===== config.mk =====
export PLATFORM = sky130hd
export DESIGN_NAME = counter_link_engine_flat
export DESIGN_NICKNAME = d
export VERILOG_FILES = /design/src/rtl/counter_link_engine_pkg.sv /design/src/rtl/counter_link_engine_if.sv /design/src/rtl/counter_link_engine_stretch.sv /design/src/rtl/counter_link_engine.sv /design/src/flat_wrapper.sv
export SDC_FILE = /design/constraint.sdc
export NUM_CORES = 1
export LEC_CHECK = 0
export CORE_ASPECT_RATIO = 1.4
export CORE_UTILIZATION = 48
export DETAILED_ROUTE_END_ITERATION = 10
export GPL_TIMING_DRIVEN = 0
export PLACE_DENSITY = 0.87
export RECOVER_POWER = 25
export SYNTH_ARGS = -nofsm -noshare
export SYNTH_HDL_FRONTEND = slang
export SYNTH_SLANG_ARGS = --single-unit

===== constraint.sdc =====
create_clock -name iCLK -period 3.55 [get_ports iCLK]
set_clock_uncertainty 0.05 [all_clocks]
set_input_delay 1.065 -clock iCLK [delete_from_list [all_inputs] [get_ports iCLK]]
set_output_delay 1.065 -clock iCLK [all_outputs]
set_load 0.02 [all_outputs]

===== src/rtl/counter_link_engine_pkg.sv =====
`default_nettype none
// ============================================================================
//  Module   : counter_link_pkg
//  Brief    : Command codes, frame tags and TX state encoding shared by the
//             counter link engine files.
//  Revision : 1.0  initial release
// ============================================================================
package counter_link_pkg;

   localparam logic [7:0] CMD_ACK1  = 8'h00;
   localparam logic [7:0] CMD_ACK2  = 8'h01;
   localparam logic [7:0] CMD_TRIG1 = 8'h02;
   localparam logic [7:0] CMD_TRIG2 = 8'h03;

   localparam logic [7:0] TAG1 = 8'h00;
   localparam logic [7:0] TAG2 = 8'h01;

   typedef enum logic [1:0] {
      ST_IDLE = 2'd0,
      ST_TAG  = 2'd1,
      ST_DATA = 2'd2
   } txState_t;

   // Number of whole bytes needed to carry a value of the given width
   function automatic int bytesFor(input int width);
      return (width + 7) / 8;
   endfunction

endpackage
`default_nettype wire


===== src/rtl/counter_link_engine_if.sv =====
`default_nettype none
// ============================================================================
//  Module   : counter_link_if
//  Brief    : Byte-stream link toward the USB bridge: TX with ready/valid,
//             RX with valid only.
//  Revision : 1.0  initial release
// ============================================================================
interface counter_link_if;

   logic [7:0] txData;
   logic       txValid;
   logic       txReady;
   logic [7:0] rxData;
   logic       rxValid;

   modport master (
      output txData,
      output txValid,
      input  txReady,
      input  rxData,
      input  rxValid
   );

   modport slave (
      input  txData,
      input  txValid,
      output txReady,
      output rxData,
      output rxValid
   );

endinterface
`default_nettype wire


===== src/rtl/counter_link_engine_stretch.sv =====
`default_nettype none
// ============================================================================
//  Module   : link_pulse_stretch
//  Brief    : Restartable down-counter turning a 1-cycle start into a level
//             held for pLATCH_CYCLES cycles.
//  Revision : 1.0  initial release
// ============================================================================
module link_pulse_stretch #(
   parameter int pLATCH_CYCLES = 4
) (
   input  wire logic iCLK,
   input  wire logic iRST,
   input  wire logic iStart,
   output logic      oLevel
);

   localparam int c_CNT_W = $clog2(pLATCH_CYCLES + 1);

   logic [c_CNT_W-1:0] r_remain;

   // A start while already high simply reloads the count
   always_ff @(posedge iCLK or posedge iRST) begin
      if (iRST) begin
         r_remain <= '0;
         oLevel   <= 1'b0;
      end else if (iStart) begin
         r_remain <= c_CNT_W'(pLATCH_CYCLES - 1);
         oLevel   <= 1'b1;
      end else if (r_remain != '0) begin
         r_remain <= r_remain - c_CNT_W'(1);
      end else begin
         oLevel   <= 1'b0;
      end
   end

endmodule
`default_nettype wire


===== src/rtl/counter_link_engine.sv =====
`default_nettype none
// ============================================================================
//  Module   : counter_link_engine
//  Brief    : Frames latched counter values onto the host byte stream and
//             decodes host commands into latch releases and triggers.
//  Revision : 1.0  initial release
// ============================================================================
module counter_link_engine
   import counter_link_pkg::*;
#(
   parameter int pWIDTH        = 40,
   parameter int pLATCH_CYCLES = 4
) (
   input  wire logic              iCLK,
   input  wire logic              iRST,
   input  wire logic              iRdy1,
   input  wire logic [pWIDTH-1:0] iCount1,
   input  wire logic              iRdy2,
   input  wire logic [pWIDTH-1:0] iCount2,
   output logic                   oResetLatch1,
   output logic                   oResetLatch2,
   output logic                   oLatch1,
   output logic                   oLatch2,
   output logic                   oProtoErr,
   counter_link_if.master         link
);

   localparam int pBYTES  = bytesFor(pWIDTH);
   localparam int c_IDX_W = $clog2(pBYTES + 1);

   txState_t              r_txState;
   logic [7:0]            r_txData;
   logic                  r_txValid;
   logic [pBYTES*8-1:0]   r_payload;
   logic [c_IDX_W-1:0]    r_idx;
   logic                  r_ch2;
   logic                  r_sent1;
   logic                  r_sent2;

   logic                  w_accept;
   logic                  w_elig1;
   logic                  w_elig2;
   logic                  w_lastByte;
   logic [pBYTES*8-1:0]   w_snap;
   logic                  w_ack1Ok;
   logic                  w_ack2Ok;
   logic                  w_err;
   logic                  w_trig1;
   logic                  w_trig2;

   assign link.txData  = r_txData;
   assign link.txValid = r_txValid;

   assign w_accept   = r_txValid && link.txReady;
   assign w_elig1    = iRdy1 && !r_sent1;
   assign w_elig2    = iRdy2 && !r_sent2;
   assign w_lastByte = (r_idx == c_IDX_W'(pBYTES - 1));

   // Zero-pad the chosen counter up to a whole number of bytes
   always_comb begin
      w_snap              = '0;
      w_snap[pWIDTH-1:0]  = w_elig1 ? iCount1 : iCount2;
   end

   // An ack only counts once the channel's frame has fully left
   assign w_ack1Ok = link.rxValid && (link.rxData == CMD_ACK1) && r_sent1;
   assign w_ack2Ok = link.rxValid && (link.rxData == CMD_ACK2) && r_sent2;
   assign w_trig1  = link.rxValid && (link.rxData == CMD_TRIG1);
   assign w_trig2  = link.rxValid && (link.rxData == CMD_TRIG2);
   assign w_err    = link.rxValid &&
                     (((link.rxData == CMD_ACK1) && !r_sent1) ||
                      ((link.rxData == CMD_ACK2) && !r_sent2) ||
                      (link.rxData > CMD_TRIG2));

   always_ff @(posedge iCLK or posedge iRST) begin
      if (iRST) begin
         r_txState <= ST_IDLE;
         r_txData  <= 8'h00;
         r_txValid <= 1'b0;
         r_payload <= '0;
         r_idx     <= '0;
         r_ch2     <= 1'b0;
         r_sent1   <= 1'b0;
         r_sent2   <= 1'b0;
      end else begin
         if (w_ack1Ok) r_sent1 <= 1'b0;
         if (w_ack2Ok) r_sent2 <= 1'b0;

         case (r_txState)
            ST_IDLE: begin
               if (w_elig1 || w_elig2) begin
                  r_ch2     <= !w_elig1;
                  r_payload <= w_snap;
                  r_txData  <= w_elig1 ? TAG1 : TAG2;
                  r_txValid <= 1'b1;
                  r_txState <= ST_TAG;
               end
            end
            ST_TAG: begin
               if (w_accept) begin
                  r_txData  <= r_payload[7:0];
                  r_payload <= r_payload >> 8;
                  r_idx     <= '0;
                  r_txState <= ST_DATA;
               end
            end
            ST_DATA: begin
               if (w_accept) begin
                  if (w_lastByte) begin
                     r_txValid <= 1'b0;
                     r_txState <= ST_IDLE;
                     if (r_ch2) r_sent2 <= 1'b1;
                     else       r_sent1 <= 1'b1;
                  end else begin
                     r_txData  <= r_payload[7:0];
                     r_payload <= r_payload >> 8;
                     r_idx     <= r_idx + c_IDX_W'(1);
                  end
               end
            end
            default: begin
               r_txValid <= 1'b0;
               r_txState <= ST_IDLE;
            end
         endcase
      end
   end

   always_ff @(posedge iCLK or posedge iRST) begin
      if (iRST) begin
         oResetLatch1 <= 1'b0;
         oResetLatch2 <= 1'b0;
         oProtoErr    <= 1'b0;
      end else begin
         oResetLatch1 <= w_ack1Ok;
         oResetLatch2 <= w_ack2Ok;
         if (w_err) oProtoErr <= 1'b1;
      end
   end

   link_pulse_stretch #(
      .pLATCH_CYCLES (pLATCH_CYCLES)
   ) u_stretch1 (
      .iCLK   (iCLK),
      .iRST   (iRST),
      .iStart (w_trig1),
      .oLevel (oLatch1)
   );

   link_pulse_stretch #(
      .pLATCH_CYCLES (pLATCH_CYCLES)
   ) u_stretch2 (
      .iCLK   (iCLK),
      .iRST   (iRST),
      .iStart (w_trig2),
      .oLevel (oLatch2)
   );

endmodule
`default_nettype wire


===== src/flat_wrapper.sv =====
// flat-port wrapper written by rule: the top's interface ports become plain ports
module counter_link_engine_flat import counter_link_pkg::*;
#(
   parameter int pWIDTH        = 40,
   parameter int pLATCH_CYCLES = 4
)
  (iCLK, iRST, iRdy1, iCount1, iRdy2, iCount2, oResetLatch1, oResetLatch2, oLatch1, oLatch2, oProtoErr, link_txData, link_txValid, link_txReady, link_rxData, link_rxValid);
  counter_link_if link_i ();
  input  wire logic iCLK;
  input  wire logic iRST;
  input  wire logic iRdy1;
  input  wire logic [pWIDTH-1:0] iCount1;
  input  wire logic iRdy2;
  input  wire logic [pWIDTH-1:0] iCount2;
  output logic oResetLatch1;
  output logic oResetLatch2;
  output logic oLatch1;
  output logic oLatch2;
  output logic oProtoErr;
  output wire logic [$bits(link_i.txData)-1:0] link_txData;
  output wire logic [$bits(link_i.txValid)-1:0] link_txValid;
  input wire logic [$bits(link_i.txReady)-1:0] link_txReady;
  input wire logic [$bits(link_i.rxData)-1:0] link_rxData;
  input wire logic [$bits(link_i.rxValid)-1:0] link_rxValid;
  assign link_txData = link_i.txData;
  assign link_txValid = link_i.txValid;
  assign link_i.txReady = link_txReady;
  assign link_i.rxData = link_rxData;
  assign link_i.rxValid = link_rxValid;
  counter_link_engine #(.pWIDTH(pWIDTH), .pLATCH_CYCLES(pLATCH_CYCLES)) u_core (.iCLK(iCLK), .iRST(iRST), .iRdy1(iRdy1), .iCount1(iCount1), .iRdy2(iRdy2), .iCount2(iCount2), .oResetLatch1(oResetLatch1), .oResetLatch2(oResetLatch2), .oLatch1(oLatch1), .oLatch2(oLatch2), .oProtoErr(oProtoErr), .link(link_i));
endmodule

==> results of run 1 <==
==> routing by layer <==
metal | GRT usage | vias to the layer above | wire [um]
met1 | 0.258 | 1488 | 3520
met4 | 0.133 | 0 | 292
li1 | - | 1482 | -
met5 | 0 | - | 0
met3 | 0.0383 | 22 | 335
met2 | 0.430 | 94 | 4860
==> critical path, cell delays in order <==
cell,delay (ps)
sky130_fd_sc_hd__clkdlybuf4s50_1,460
sky130_fd_sc_hd__nand2b_4,90
sky130_fd_sc_hd__buf_6,110
sky130_fd_sc_hd__buf_2,300
sky130_fd_sc_hd__mux2i_1,310
sky130_fd_sc_hd__o21ai_0,130
sky130_fd_sc_hd__mux2_4,280
==> worst max path at each step <==
stage	endpoint	slack (ps)	cells past startpoint
after global routing	u_core.r_sent2	830	5
final	u_core.r_payload[14]	970	7
after floorplan	u_core.link.txData[0]	720	1
after detailed placement	u_core.r_payload[8]	630	7
after global placement	u_core.r_payload[26]	-330	2
after CTS	u_core.r_payload[14]	990	7
==> through the flow <==
| step | utilization | setup TNS [ps] | instance area, um2 | instances |
|---|---|---|---|---|
| 2_1_floorplan | - | 0 | 3760 | 365 |
| 3_3_place_gp | 0.665 | -22170 | 4950 | 569 |
| 3_5_place_dp | 0.667 | 0 | 4970 | 570 |
| 4_1_cts | 0.696 | 0 | 5190 | 586 |
| 5_1_grt | 0.696 | 0 | 5190 | 586 |
| 6_report | 0.696 | 0 | 5190 | 586 |
==> power groups by stage <==
stage | registers [mW] | clock network [mW] | logic (mW)
after global placement | 1.29 | 0 | 2.24
after CTS | 1.31 | 0.709 | 2.39
after global routing | 1.34 | 0.742 | 2.60
after detailed placement | 1.32 | 0 | 2.36
final | 1.31 | 0.696 | 2.37
after floorplan | 1.30 | 0 | 1.77
==> layout by cell type (no fill, tap or decap), drive strengths merged, types with 2 or more instances in the layout <==
cell type	count
bufinv	2
ha	9
and2	3
a22o	3
clkinv	3
nor2	7
nand4b	2
nand3	4
clkdlybuf4s50	106
nand2b	5
mux2i	39
buf	12
a21oi	11
dfrtp	68
clkbuf	22
nor4	2
xnor2	2
nand2	74
o21ai	39
mux2	46
inv	18
==> layout make-up <==
class                   instances  area (um2)
inverters                      18        67.6
clock buffers                  11         141
repair buffers                108        1090
well taps                      97         121
flip-flops and latches         68        1700
clock inverters                 5        75.1
fillers                       553        2260
multi-input cells             257        1870
plain buffers                  22         120
==> flip-flops by register name, indices dropped and copies added, names as in the netlist, 2 cells and up <==
name	cells
u_core.link.txData	8
u_core.r_idx	3
u_core.r_payload	40
u_core.r_txState	2
u_core.u_stretch1.r_remain	3
u_core.u_stretch2.r_remain	3
==> cells by family (layout without fill, tap and decap cells) <==
family          Yosys count  after routing
fa+ha+maj                 9              9
mux                      85             85
buf+inv                  40            164
simple gates            103            103
xor+xnor                  2              2
compound gates           58             58
flops                    68             68
==> parameters.txt, run 1 <==
Parameter                              Value

Clocking
  TritonCTS Buffers ... 9
  Insertion delay of the later-clocked pin in the worst-skew pair ... between 300 and 400 ps
  Sinks on the clock net ... 68
  CTS H-tree lvls ... 3
  Number of cells upsized or downsized after cts ... 0
  Number of buffers inserted for hold repair after clock tree synthesis ... 0
  CTS tree ... yes
  Clock transition at path regs ... 70 ps
  Total setup buffers inserted after CTS ... 0
  Max clock buf depth ... 2
  Cell at the root of the clock tree ... sky130_fd_sc_hd__clkbuf_8

Min path
  Startpoint of the tightest hold check path ... u_core.u_stretch1.oLevel
  Worst hold-check path type ... reg2reg
  Hold-critical path depth ... 2
  Min-Delay Endpoint ... u_core.u_stretch1.oLevel

STA
  Final critical path time including I/O delays and setup ... between 2000 and 3000 ps
  Final worst path period share ... 0.726
  Highest achievable clock rate ... between 0.3 and 0.4 GHz
  Final Worst Setup Slack ... 972 ps
  Number of failing hold endpoints at the final stage ... 0
  RSZ-0062 raised after global routing ... false
  Slew at the pin closest to its max-slew limit ... 1140 ps
  Slew Viols, Final ... 0
  Smallest hold slack ... between 400 and 500 ps
  Worst slew margin relative to its limit ... 0.238
  Final count of negative-setup-slack endpoints ... 0

Power
  Pwr dens ... 843 nW/um2
  Clock share of power ... 0.159
  Net switching component of the power ... 1.61 mW
  Leakage Power ... around 2.4 nW
  Sequential group share of total power ... 0.299
  Maximum vdd drop ... 0.496 mV
  Overall power ... 4.38 mW
  Part of the power in combinational logic ... 0.542
  Sw frac ... 0.368
  Total internal power ... 2.77 mW

Logic synthesis
  Avg Synthesized Cell Area ... 10.3 um2
  Cell taking the most area after synthesis ... sky130_fd_sc_hd__dfrtp_1
  List of most frequent post-synthesis cells ... 74 x sky130_fd_sc_hd__nand2_1, 68 x sky130_fd_sc_hd__dfrtp_1, 39 x sky130_fd_sc_hd__mux2i_1, 38 x sky130_fd_sc_hd__o21ai_0, 33 x sky130_fd_sc_hd__mux2_2
  Synth Area in XOR/XNOR ... 0.00466
  Adder and majority cell fraction of the synthesized area ... 0.0299
  Distinct cell type count after synthesis ... 35
  Mux cell area share after synthesis ... 0.254
  Post-synthesis compound-gate area fraction ... 0.0871
  Yosys top cell area share ... 0.452
  Cell count after synthesis ... 365
  Simple-gate share of the synthesized area ... 0.122
  Synth Cell Area ... 3760 um2
  Cells taking the most area after synthesis ... sky130_fd_sc_hd__dfrtp_1 45%, sky130_fd_sc_hd__mux2i_1 10%, sky130_fd_sc_hd__mux2_2 9.9%, sky130_fd_sc_hd__nand2_1 7.4%, sky130_fd_sc_hd__mux2_4 5.2%
  Post-synthesis sequential area ratio ... 0.452
  Dominant combinational cell family by area after synthesis ... multiplexers
  Dominant cell by count in the synthesized netlist ... sky130_fd_sc_hd__nand2_1
  Share of flip-flops with an asynchronous set or reset after synthesis ... 1.00
  Most instantiated flip-flop cell in the synthesis netlist ... sky130_fd_sc_hd__dfrtp_1
  Count of flip-flops with a built-in enable after synthesis ... 0
  Number of register bits inferred by synthesis ... 68
  Synth Net Count ... 468
  Yosys warnings ... 0

Place
  Total half-perimeter wirelength after legalization and detailed placement ... 6860 um
  Final GP Congestion ... 0.865
  Placement-stage worst setup slack ... 634 ps
  Port-buffer cells ... 107

Floorplan
  FP Rows ... 37
  Vertical die dimension ... 107 um
  Ports placed on the boundary ... between 100 and 150
  DIE AREA ... 8200 um2
  Initial core utilization ... 0.505
  Core outline area ... 7450 um2
  Die extent in x ... ~77 um

Detailed routing
  Vias per std cell ... 5.27
  Detailed-router iteration count before antenna repair ... 4
  Routed WL per cell ... 15.4 um
  Post-DRT Antenna Nets ... 0
  Count of unresolved DRC violations after routing ... 0
  Detailed-route via count ... around 3100
  Wire length after detailed routing ... 9010 um
  Starting DRT DRC Count ... 200

Global routing
  Vias in the first global route ... about 3200
  Global-route wire length before repair ... 14800 um
  Global router's overall resource usage ... 0.236
  Initial antenna violation count ... 0
  Overflow left after global routing ... 0
  Pin count of the biggest net entering global routing ... 41

Final layout
  Ratio of cells with drive above 1 in the final layout ... 0.155
  Fin nets ... 587
  Area added between synthesis and finish ... 38.0%
  Antenna diode count ... 0

Worst setup path
  RR Endpoint ... u_core.r_payload[12]
  Arrival time at the worst endpoint ... between 2000 and 3000 ps
  Startpoint type of the worst setup path ... primary input
  Critical R2R Launch ... u_core.r_txState[0]
  Worst reg-to-reg setup slack ... 1370 ps
  Crit path max fanout ... 10
  Worst path required time ... 3730 ps
  Number of cells traversed by the worst register-to-register path ... 8
  Type of the setup path with the least slack ... in2reg
  Endpoint type of the worst setup path ... flip-flop
  Startpoint of the worst setup timing path ... iRdy1

Run
  Max_cap viols ... 0

Status
  Outcome ... completed
Note: power is estimated with default switching activity, not from simulation.
==> run 2, diff against run 1 <==
==> constraint.sdc (replaced) <==
create_clock -name iCLK -period 2.68 [get_ports iCLK]
set_clock_uncertainty 0.05 [all_clocks]
set_input_delay 0.804 -clock iCLK [delete_from_list [all_inputs] [get_ports iCLK]]
set_output_delay 0.804 -clock iCLK [all_outputs]
set_load 0.02 [all_outputs]
==> results of run 2 <==
The final DEF is identical to that of run 1. Status: completed.
Among the figures that moved: setup slack after placement 634 ps -> 24.8 ps; setup slack after layout 972 ps -> 363 ps; register-to-register setup slack 1370 ps -> 500 ps; total power 4.38 mW -> 5.80 mW; worst IR drop on VDD 0.496 mV -> 0.657 mV
